--- config.mk ---
export PLATFORM = sky130hd
export DESIGN_NAME = cmp4_sweep_tester
export DESIGN_NICKNAME = d
export VERILOG_FILES = /design/src/rtl/cmp4_sweep_tester.sv
export SDC_FILE = /design/constraint.sdc
export NUM_CORES = 1
export LEC_CHECK = 0
export CAP_MARGIN = 30
export CORE_MARGIN = 2
export CORE_UTILIZATION = 49
export DETAILED_ROUTE_END_ITERATION = 6
export PLACE_DENSITY = 0.84
export SYNTH_ARGS = -nofsm -noshare
export SYNTH_HDL_FRONTEND = slang
export SYNTH_SLANG_ARGS = --single-unit
--- constraint.sdc ---
create_clock -name clk -period 2.5 [get_ports clk]
set_clock_uncertainty 0.2 [all_clocks]
set_input_delay 0.5 -clock clk [delete_from_list [all_inputs] [get_ports clk]]
set_output_delay 0.5 -clock clk [all_outputs]
set_load 0.005 [all_outputs]
--- src/rtl/cmp4_sweep_tester.sv ---
// -----------------------------------------------------------------------------
// cmp4_sweep_tester
//
// Exhaustive stimulus-and-check initiator for a 4-bit magnitude comparator.
// It walks all 256 operand pairs (A = idx[7:4], B = idx[3:0], idx ascending).
// For each pair it waits SETTLE_CYCLES cycles, then samples {AiB,AsB,AeB} and
// compares it against the arithmetic relation of A and B.
//
// Parameters
//   SETTLE_CYCLES : cycles between an operand update and the result sample.
//                   Legal range is 1..15. Each vector takes SETTLE_CYCLES+1
//                   cycles, so a full sweep takes 256*(SETTLE_CYCLES+1).
//
// Ports
//   clk            in   single clock, rising edge
//   rst            in   synchronous active-high reset
//   start          in   one-cycle sweep request, honoured in IDLE or DONE only
//   A3..A0         out  operand A to the comparator (registered)
//   B3..B0         out  operand B to the comparator (registered)
//   AiB/AsB/AeB    in   comparator results A>B / A<B / A==B
//   busy           out  sweep in progress
//   done           out  sweep finished; held until next accepted start or rst
//   pass           out  done with zero failing vectors
//   err_count      out  number of failing vectors, 0..256
//   first_err_a    out  A of the first failing vector
//   first_err_b    out  B of the first failing vector
//   first_err_obs  out  {AiB,AsB,AeB} observed on the first failing vector
//
// Build option
//   CMP4_SWEEP_FIRST_ERR_EN : when defined, the first-failing-vector capture
//   registers are built. When undefined, first_err_* are tied to zero. The
//   error count, pass flag and all timing are the same in both builds.
// -----------------------------------------------------------------------------
module cmp4_sweep_tester #(
  parameter int unsigned SETTLE_CYCLES = 4
) (
  input  logic       clk,
  input  logic       rst,
  input  logic       start,
  output logic       A3,
  output logic       A2,
  output logic       A1,
  output logic       A0,
  output logic       B3,
  output logic       B2,
  output logic       B1,
  output logic       B0,
  input  logic       AiB,
  input  logic       AsB,
  input  logic       AeB,
  output logic       busy,
  output logic       done,
  output logic       pass,
  output logic [8:0] err_count,
  output logic [3:0] first_err_a,
  output logic [3:0] first_err_b,
  output logic [2:0] first_err_obs
);

  typedef enum logic [1:0] {
    ST_IDLE   = 2'd0,
    ST_SETTLE = 2'd1,
    ST_CHECK  = 2'd2,
    ST_DONE   = 2'd3
  } state_t;

  // Last value of the settle counter before moving to CHECK.
  localparam logic [3:0] SETTLE_LAST = 4'(SETTLE_CYCLES - 1);

  state_t     state_q, state_d;
  logic [7:0] idx_q, idx_d;
  logic [3:0] cnt_q, cnt_d;
  logic [8:0] err_q, err_d;

  logic [3:0] opa;
  logic [3:0] opb;
  logic [2:0] obs;
  logic [2:0] exp_triple;
  logic       start_ok;
  logic       mismatch;

  // The operand outputs come straight from the index register, so they only
  // change on the edge that accepts start or leaves CHECK.
  assign opa = idx_q[7:4];
  assign opb = idx_q[3:0];
  assign {A3, A2, A1, A0} = opa;
  assign {B3, B2, B1, B0} = opb;

  // The comparator outputs are combinational from our registered operands,
  // so they are sampled directly; the settle window covers their delay.
  assign obs = {AiB, AsB, AeB};

  always_comb begin
    exp_triple = 3'b001;
    if (opa > opb) begin
      exp_triple = 3'b100;
    end else if (opa < opb) begin
      exp_triple = 3'b010;
    end
  end

  // Whole-triple compare: non-one-hot and all-zero results count as errors.
  assign mismatch = (state_q == ST_CHECK) && (obs != exp_triple);

  assign start_ok = start && ((state_q == ST_IDLE) || (state_q == ST_DONE));

  always_comb begin
    state_d = state_q;
    idx_d   = idx_q;
    cnt_d   = cnt_q;
    err_d   = err_q;

    unique case (state_q)
      ST_IDLE, ST_DONE: begin
        if (start_ok) begin
          idx_d   = 8'd0;
          cnt_d   = 4'd0;
          err_d   = 9'd0;
          state_d = ST_SETTLE;
        end
      end

      ST_SETTLE: begin
        cnt_d = cnt_q + 4'd1;
        if (cnt_q == SETTLE_LAST) begin
          state_d = ST_CHECK;
        end
      end

      ST_CHECK: begin
        // At most 256 increments per sweep, so 9 bits never wrap.
        if (mismatch) begin
          err_d = err_q + 9'd1;
        end
        if (idx_q == 8'hFF) begin
          state_d = ST_DONE;
        end else begin
          idx_d   = idx_q + 8'd1;
          cnt_d   = 4'd0;
          state_d = ST_SETTLE;
        end
      end

      default: begin
        state_d = ST_IDLE;
      end
    endcase
  end

  always_ff @(posedge clk) begin
    if (rst) begin
      state_q <= ST_IDLE;
      idx_q   <= 8'd0;
      cnt_q   <= 4'd0;
      err_q   <= 9'd0;
    end else begin
      state_q <= state_d;
      idx_q   <= idx_d;
      cnt_q   <= cnt_d;
      err_q   <= err_d;
    end
  end

  assign busy      = (state_q == ST_SETTLE) || (state_q == ST_CHECK);
  assign done      = (state_q == ST_DONE);
  assign pass      = done && (err_q == 9'd0);
  assign err_count = err_q;

`ifdef CMP4_SWEEP_FIRST_ERR_EN
  logic       first_seen_q;
  logic [3:0] first_a_q;
  logic [3:0] first_b_q;
  logic [2:0] first_obs_q;

  always_ff @(posedge clk) begin
    if (rst || start_ok) begin
      first_seen_q <= 1'b0;
      first_a_q    <= 4'd0;
      first_b_q    <= 4'd0;
      first_obs_q  <= 3'd0;
    end else if (mismatch && !first_seen_q) begin
      first_seen_q <= 1'b1;
      first_a_q    <= opa;
      first_b_q    <= opb;
      first_obs_q  <= obs;
    end
  end

  assign first_err_a   = first_a_q;
  assign first_err_b   = first_b_q;
  assign first_err_obs = first_obs_q;
`else
  assign first_err_a   = 4'd0;
  assign first_err_b   = 4'd0;
  assign first_err_obs = 3'd0;
`endif

endmodule

==> results.md, run 1 <==
* Multi-input combinational cell area at 995 sq um
* TritonCTS Buffers at 3
* Final Non-Filler Cells at 274
* Buffer depth of the longest clock path at 2
* Die Y at 60.5 um
* Cell taking the most area after synthesis: dfxtp_1
* Final-report setup violation count at 0
* CP Capture Type: output pin
* Crit path depth at 4
* H-tree depth at 1
* Layout Area Growth over Synthesis at 22.7%
* Top post-synthesis cells by area: dfxtp_1 (29%), ha_1 (9.6%), buf_4 (5.8%)
* Total track usage at 0.221
* Sequential Area at 463 sq um
* Worst-case reg-to-reg path depth at 7
* DRT iter0 DRCs at 85
* Vias post-DR at 1,581
* IO Port Bufs at 25
* Critical path data required time at 1800 ps
* Worst-path cell chain: inv_1 > ha_1 > inv_1 > clkdlybuf4s50_1
* Hold WC Path Type: flop to flop
* Layout Nets at 249
* GPL Wtd Cong at 0.893
* Fmax at 0.420 GHz
* Yosys warning count at 0
* Leakage at 0.724 nW
* Worst Path Arrival at 1680 ps
* Initial Utilization at 0.511
* Synth unique cells at 42
* Pre-CTS setup slack at 99.2 ps
* Vias in the first global route at 1,408
* Unrepaired setup endpoints after global routing: no
* FILL cells at 292
* Via-per-instance ratio at 5.77
* Post-Synthesis Cells at 195
* Worst path bufs/invs at 3
* Period utilization at 0.951
* Power density over the cells at 347 nW/um^2
* Pin count of the biggest net entering global routing at 18
* Setup Total Neg Slack at 0 ps
* Count leader, synth: dfxtp_1
* Async S/R FF share, synth at 0
* Synth Register Bits at 23
* CTS tree: done
* Final Hold Vio Count at 0
* Final HPWL DP at 2830 um
* Initial antenna violation count at 0
* Placed Cells at 270
* Hold-fix buffer count after cts at 0
* Post-synthesis sequential area ratio at 0.295
* Worst-path clk slew at 130 ps
* Crit path kind: flop to output pin
* Slowest cell delay on critical path at 500 ps
* Main synth FF type: dfxtp_1
* First-pass GRT wire length at 6270 um
* DRC violations left at 0
* Rows at 20
* Fin worst setup slack at 121 ps
* Ratio of cells with drive above 1 in the final layout at 0.117
* Slowest-stage cell, CP: clkdlybuf4s50_1
* Crit path max-delay family: buffers and inverters
* Post-synth top area share at 0.295
* Peak VDD IR at 0.161 mV
* Fin. max-slew vios at 0
* Most frequent cells after synthesis: dfxtp_1 (23), nand2_1 (16), nor2_1 (14)
* Die Area at 3650 sq um
* Hold path depth at 2
* Core area at 3050 sq um
* Worst-path fanout max at 5
* Clock insertion delay at the later pin of the skew report at 310 ps
* Fin crit period at 2380 ps
* CP dominant cell by count: inv_1
* Max Cap Viol at 0
* Ant diodes at 0
* Mapped Area at 1560 sq um
* Worst setup SP type: flop
* Grt total ovfl at 0
* Status: finished clean
* Antenna viol nets, final at 0
* Post-DR wirelength/cell at 13.6 um
* Total Wirelength at 3740 um
* DR pass1 iterations at 4
* Avg Cell Area, Syn at 8.01 sq um
* Die width at 60.5 um
* Post-synth EDFFs at 0
* TritonCTS Sinks at 23
* CTS Root Cell: clkbuf_4
* Ports at 37
[routing by layer]
metal | up-vias | wire length (um) | track usage
met2 | 66 | 1720 | 0.359
met1 | 737 | 1690 | 0.308
met5 | - | 0 | 0
met4 | 0 | 42 | 0.0807
met3 | 4 | 281 | 0.0213
li1 | 774 | - | -
[tightest hold or removal path: stages (launching register included)]
cell     delay (ps)
dfxtp_1         350
nand2_1          60
a21oi_1          50
[layout make-up]
cell class | count | area share
Sequential cell | 23 | 0.242
Inverter | 11 | 0.0216
Clock buffer | 4 | 0.0137
Tap cell | 44 | 0.0287
Multi-Input combinational cell | 156 | 0.519
Timing Repair Buffer | 36 | 0.175
[repair_timing]
| action | 4_1_cts | 5_1_grt |
|---|---|---|
| endpoints found under the setup margin | 1 | 2 |
| resized for setup | 1 | 2 |
| setup buffers | 0 | 0 |
[sequential cells by signal, indices dropped and copies added (netlist names)]
register and count:
state_q 2, idx_q 8, err_count 9, cnt_q 4
[per-stage QoR]
stage	utilization	area (sq um)	hold slack, ps	power [mW]
floorplan	-	1600	249	0.465
global placement	0.617	1880	262	0.492
detailed placement	0.617	1880	266	0.495
CTS	0.626	1910	284	0.664
global route	0.627	1920	326	0.696
finish	0.627	1920	287	0.666
[worst paths after layout]
kind                                         startpoint  slack (ps)                   endpoint
worst max-delay path            state_q[0]$_SDFFE_PP0P_         120                       busy
worst max register to register    idx_q[1]$_SDFFE_PP0P_         190  err_count[3]$_SDFFE_PP0P_
worst min register to register    cnt_q[1]$_SDFFE_PP0P_         290      cnt_q[1]$_SDFFE_PP0P_
worst min-delay path              cnt_q[1]$_SDFFE_PP0P_         290      cnt_q[1]$_SDFFE_PP0P_
[layout by cell type, fill, tap and decap left out, types with 3 or more instances in the layout]
cell             instances
clkdlybuf4s50_1         24
dfxtp_1                 21
nand2_1                 16
nor2_1                  14
a21oi_1                 12
ha_1                    12
inv_1                   11
nand3_1                 11
nand4_1                 11
conb_1                  11
buf_4                   11
nor3_1                   8
o21ai_0                  6
nor4_1                   5
a31oi_1                  4
xnor2_1                  4
a31o_2                   4
nor3b_1                  3
and3_1                   3
or4_1                    3
clkbuf_4                 3
[cell families after synthesis]
logic type | share of synthesized area
and+or+nand+nor | 0.286
xor gates and xnor gates | 0.0224
AOI/OAI and AO/OA | 0.179
adders and majority gates | 0.0962
muxes | 0.0272
DFF | 0.295
buffers and inverters | 0.0921
other | 0.00240
[report_power, final]
group	switching (mW)	internal, mW	total, mW
sequential	0.00575	0.372	0.378
combinational	0.0625	0.0475	0.110
clock	0.116	0.0624	0.178
(Power assumes the default switching activity.)
==> inputs of run 2 (changes only) <==
Settings changed: ABC_AREA set to 1, CORE_UTILIZATION 49 to 50, PLACE_DENSITY 0.84 to 0.85.
==> run 2 against run 1 <==
Core utilization down 0.61 points. Synthesized area up 2.2%. Global-route usage down 3.5 points. Flip-flop and latch count unchanged. Sequential share of layout area up 0.31 points. Largest cell class unchanged. Largest power group unchanged.
==> results.md, run 2 <==
* Power share of the combinational group at 0.382
* CTS tree: done
* Die Y at 60.5 um
* Peak VDD IR at 0.331 mV
* FILL cells at 294
* Pin count of the biggest net entering global routing at 13
* Main synth FF type: dfxtp_1
* Via-per-instance ratio at 4.94
* R2r setup slk at 440 ps
* TritonCTS Sinks at 23
* H-tree depth at 1
* Ratio of cells with drive above 1 in the final layout at 0.0827
* Cell taking the most area after synthesis: dfxtp_1
* Layout Area Growth over Synthesis at 18.9%
* Commonest non-fill, non-tap cell in the layout: nand2_1
* TritonCTS Buffers at 3
* Reg-to-Reg Start: idx_q[2]$_SDFFE_PP0P_
* Worst-case reg-to-reg path depth at 12
* Ports at 37
* Fin. max-slew vios at 0
* Design area at 1900 sq um
* Period utilization at 0.943
* Setup Total Neg Slack at 0 ps
* Worst Path Arrival at 1660 ps
* Worst setup SP type: flop
* Power Total at 1.01 mW
* DR pass1 iterations at 4
* DRT iter0 DRCs at 83
* Final Core Density at 0.621
* Hold WC Path Type: flop to flop
* Status: finished clean
* Max reg flops at 9
* Clock insertion delay at the later pin of the skew report at 310 ps
* Grt total ovfl at 0
* Count leader, synth: nand2_1
* Crit path kind: flop to output pin
* RR Endpoint: err_count[0]$_SDFFE_PP0P_
* IO Port Bufs at 25
* Critical path data required time at 1800 ps
* Switching power at 0.380 mW
* Hold-fix buffer count after cts at 0
* Post-synth EDFFs at 0
* Hold path endpoint: cnt_q[0]$_SDFFE_PP0P_
* GPL Wtd Cong at 0.866
* Placed instance area at 1860 sq um
* Yosys warning count at 0
* Post-synth top area share at 0.289
* Die Area at 3660 sq um
* Hold path depth at 2
* Avg Cell Area, Syn at 6.70 sq um
* Synth Register Bits at 23
* Mapped Area at 1600 sq um
* Seq pwr share at 0.443
* Post-DR wirelength/cell at 10.4 um
* Synth unique cells at 30
* Fin crit period at 2360 ps
* Final HPWL DP at 2440 um
* Fin worst setup slack at 141 ps
* Vias in the first global route at 1,244
* Initial antenna violation count at 0
* Pre-CTS setup slack at 298 ps
* Die width at 60.5 um
* Int Pwr at 0.628 mW
* Max Cap Viol at 0
* Fmax at 0.424 GHz
* Buffer depth of the longest clock path at 2
* Worst-path fanout max at 5
* Unrepaired setup endpoints after global routing: no
* CTS Root Cell: clkbuf_4
* First-pass GRT wire length at 5290 um
* Initial Utilization at 0.523
* Top post-synthesis cells by area: dfxtp_1 (29%), nand2_1 (12%), ha_1 (9.4%)
* Power density over the cells at 531 nW/um^2
* Worst-path clk slew at 120 ps
* Antenna viol nets, final at 0
* Hold Startpoint: cnt_q[0]$_SDFFE_PP0P_
* Total Wirelength at 3240 um
* DRC violations left at 0
* Total track usage at 0.186
* Switching Fraction at 0.377
* Post-Synthesis Cells at 238
* Async S/R FF share, synth at 0
* Rows at 20
* Final Hold Vio Count at 0
* Core area at 3050 sq um
* Clk pwr share at 0.175
* Leakage at 0.800 nW
* Layout Nets at 285
* Ant diodes at 0
* Vias post-DR at 1,530
* Most frequent cells after synthesis: nand2_1 (49), inv_1 (36), dfxtp_1 (23), nor2_1 (23), nand3_1 (21)
* CP Capture Type: output pin
* Post-synthesis sequential area ratio at 0.289
* Most frequent cells in the layout: nand2_1 (49), inv_1 (35), clkdlybuf4s50_1 (24)
* Final-report setup violation count at 0
==> run 2: cell count changes in the layout (fill, tap and decap cells not counted), moves of 4 or more <==
cell     before  now
inv_1        11   35
nor4_1        5    1
buf_4        11    4
nand3_1      11   21
a21oi_1      12   20
nor2_1       14   23
nand4_1      11    2
nor3_1        8    4
xnor2_1       4    0
a31o_2        4    0
nand2_1      16   49
==> run 2: layout make-up <==
type                    count  area, sq um  area share
clock buffers               4         26.3      0.0139
inverters                  37          139      0.0732
multi-input cells         173          930       0.490
flip-flops and latches     23          464       0.245
well taps                  44         55.1      0.0290
repair buffers             29          283       0.149
==> run 2: power groups by stage <==
stage / clock network (mW) / registers, mW / logic (mW)
after global routing: 0.195 / 0.453 / 0.436
after floorplan: 0 / 0.447 / 0.267
after detailed placement: 0 / 0.453 / 0.382
after CTS: 0.181 / 0.446 / 0.382
final: 0.176 / 0.447 / 0.385
after global placement: 0 / 0.452 / 0.371
==> run 2: timing repair <==
item	in CTS	in global routing
setup endpoints to repair	1	2
setup buffers	0	0
gates resized for setup	1	4
==> run 2: metal layers <==
| layer | wire length, um | global-route usage | up-vias |
|---|---|---|---|
| li1 | - | - | 801 |
| met1 | 1540 | 0.254 | 684 |
| met2 | 1540 | 0.314 | 41 |
| met4 | 32 | 0.0528 | 0 |
| met5 | 0 | 0 | - |
| met3 | 120 | 0.0213 | 4 |
==> run 2: logic make-up after synthesis <==
group,share of synthesized area
AND/OR/NAND/NOR,0.308
adder cells (fa/ha/maj),0.0941
AO/OA/AOI/OAI,0.138
flip-flops,0.289
other,0.00235
XOR/XNOR,0.0165
buffers and inverters,0.152
==> run 2: how the worst max path moves through the flow <==
stage	to	cells after the start	slack, ps	startpoint
after floorplan	idx_q[0]$_SDFFE_PP0P_	9	630	state_q[0]$_SDFFE_PP0P_
after global placement	err_count[7]$_SDFFE_PP0P_	11	340	AeB
after detailed placement	err_count[0]$_SDFFE_PP0P_	10	300	AeB
after CTS	pass	4	20	state_q[1]$_SDFFE_PP0P_
after global routing	busy	4	60	state_q[0]$_SDFFE_PP0P_
final	busy	4	140	state_q[0]$_SDFFE_PP0P_
==> run 2: metrics by stage <==
stage | instances | hold slack, ps
after floorplan | 248 | 257
after global placement | 306 | 273
after detailed placement | 306 | 290
after CTS | 310 | 308
after global routing | 310 | 320
final | 310 | 306
==> run 2: critical path, cell delays in order (launching register included) <==
cell             delay (ps)
dfxtp_2                 390
inv_1                    50
ha_1                    300
inv_2                   110
clkdlybuf4s50_1         510
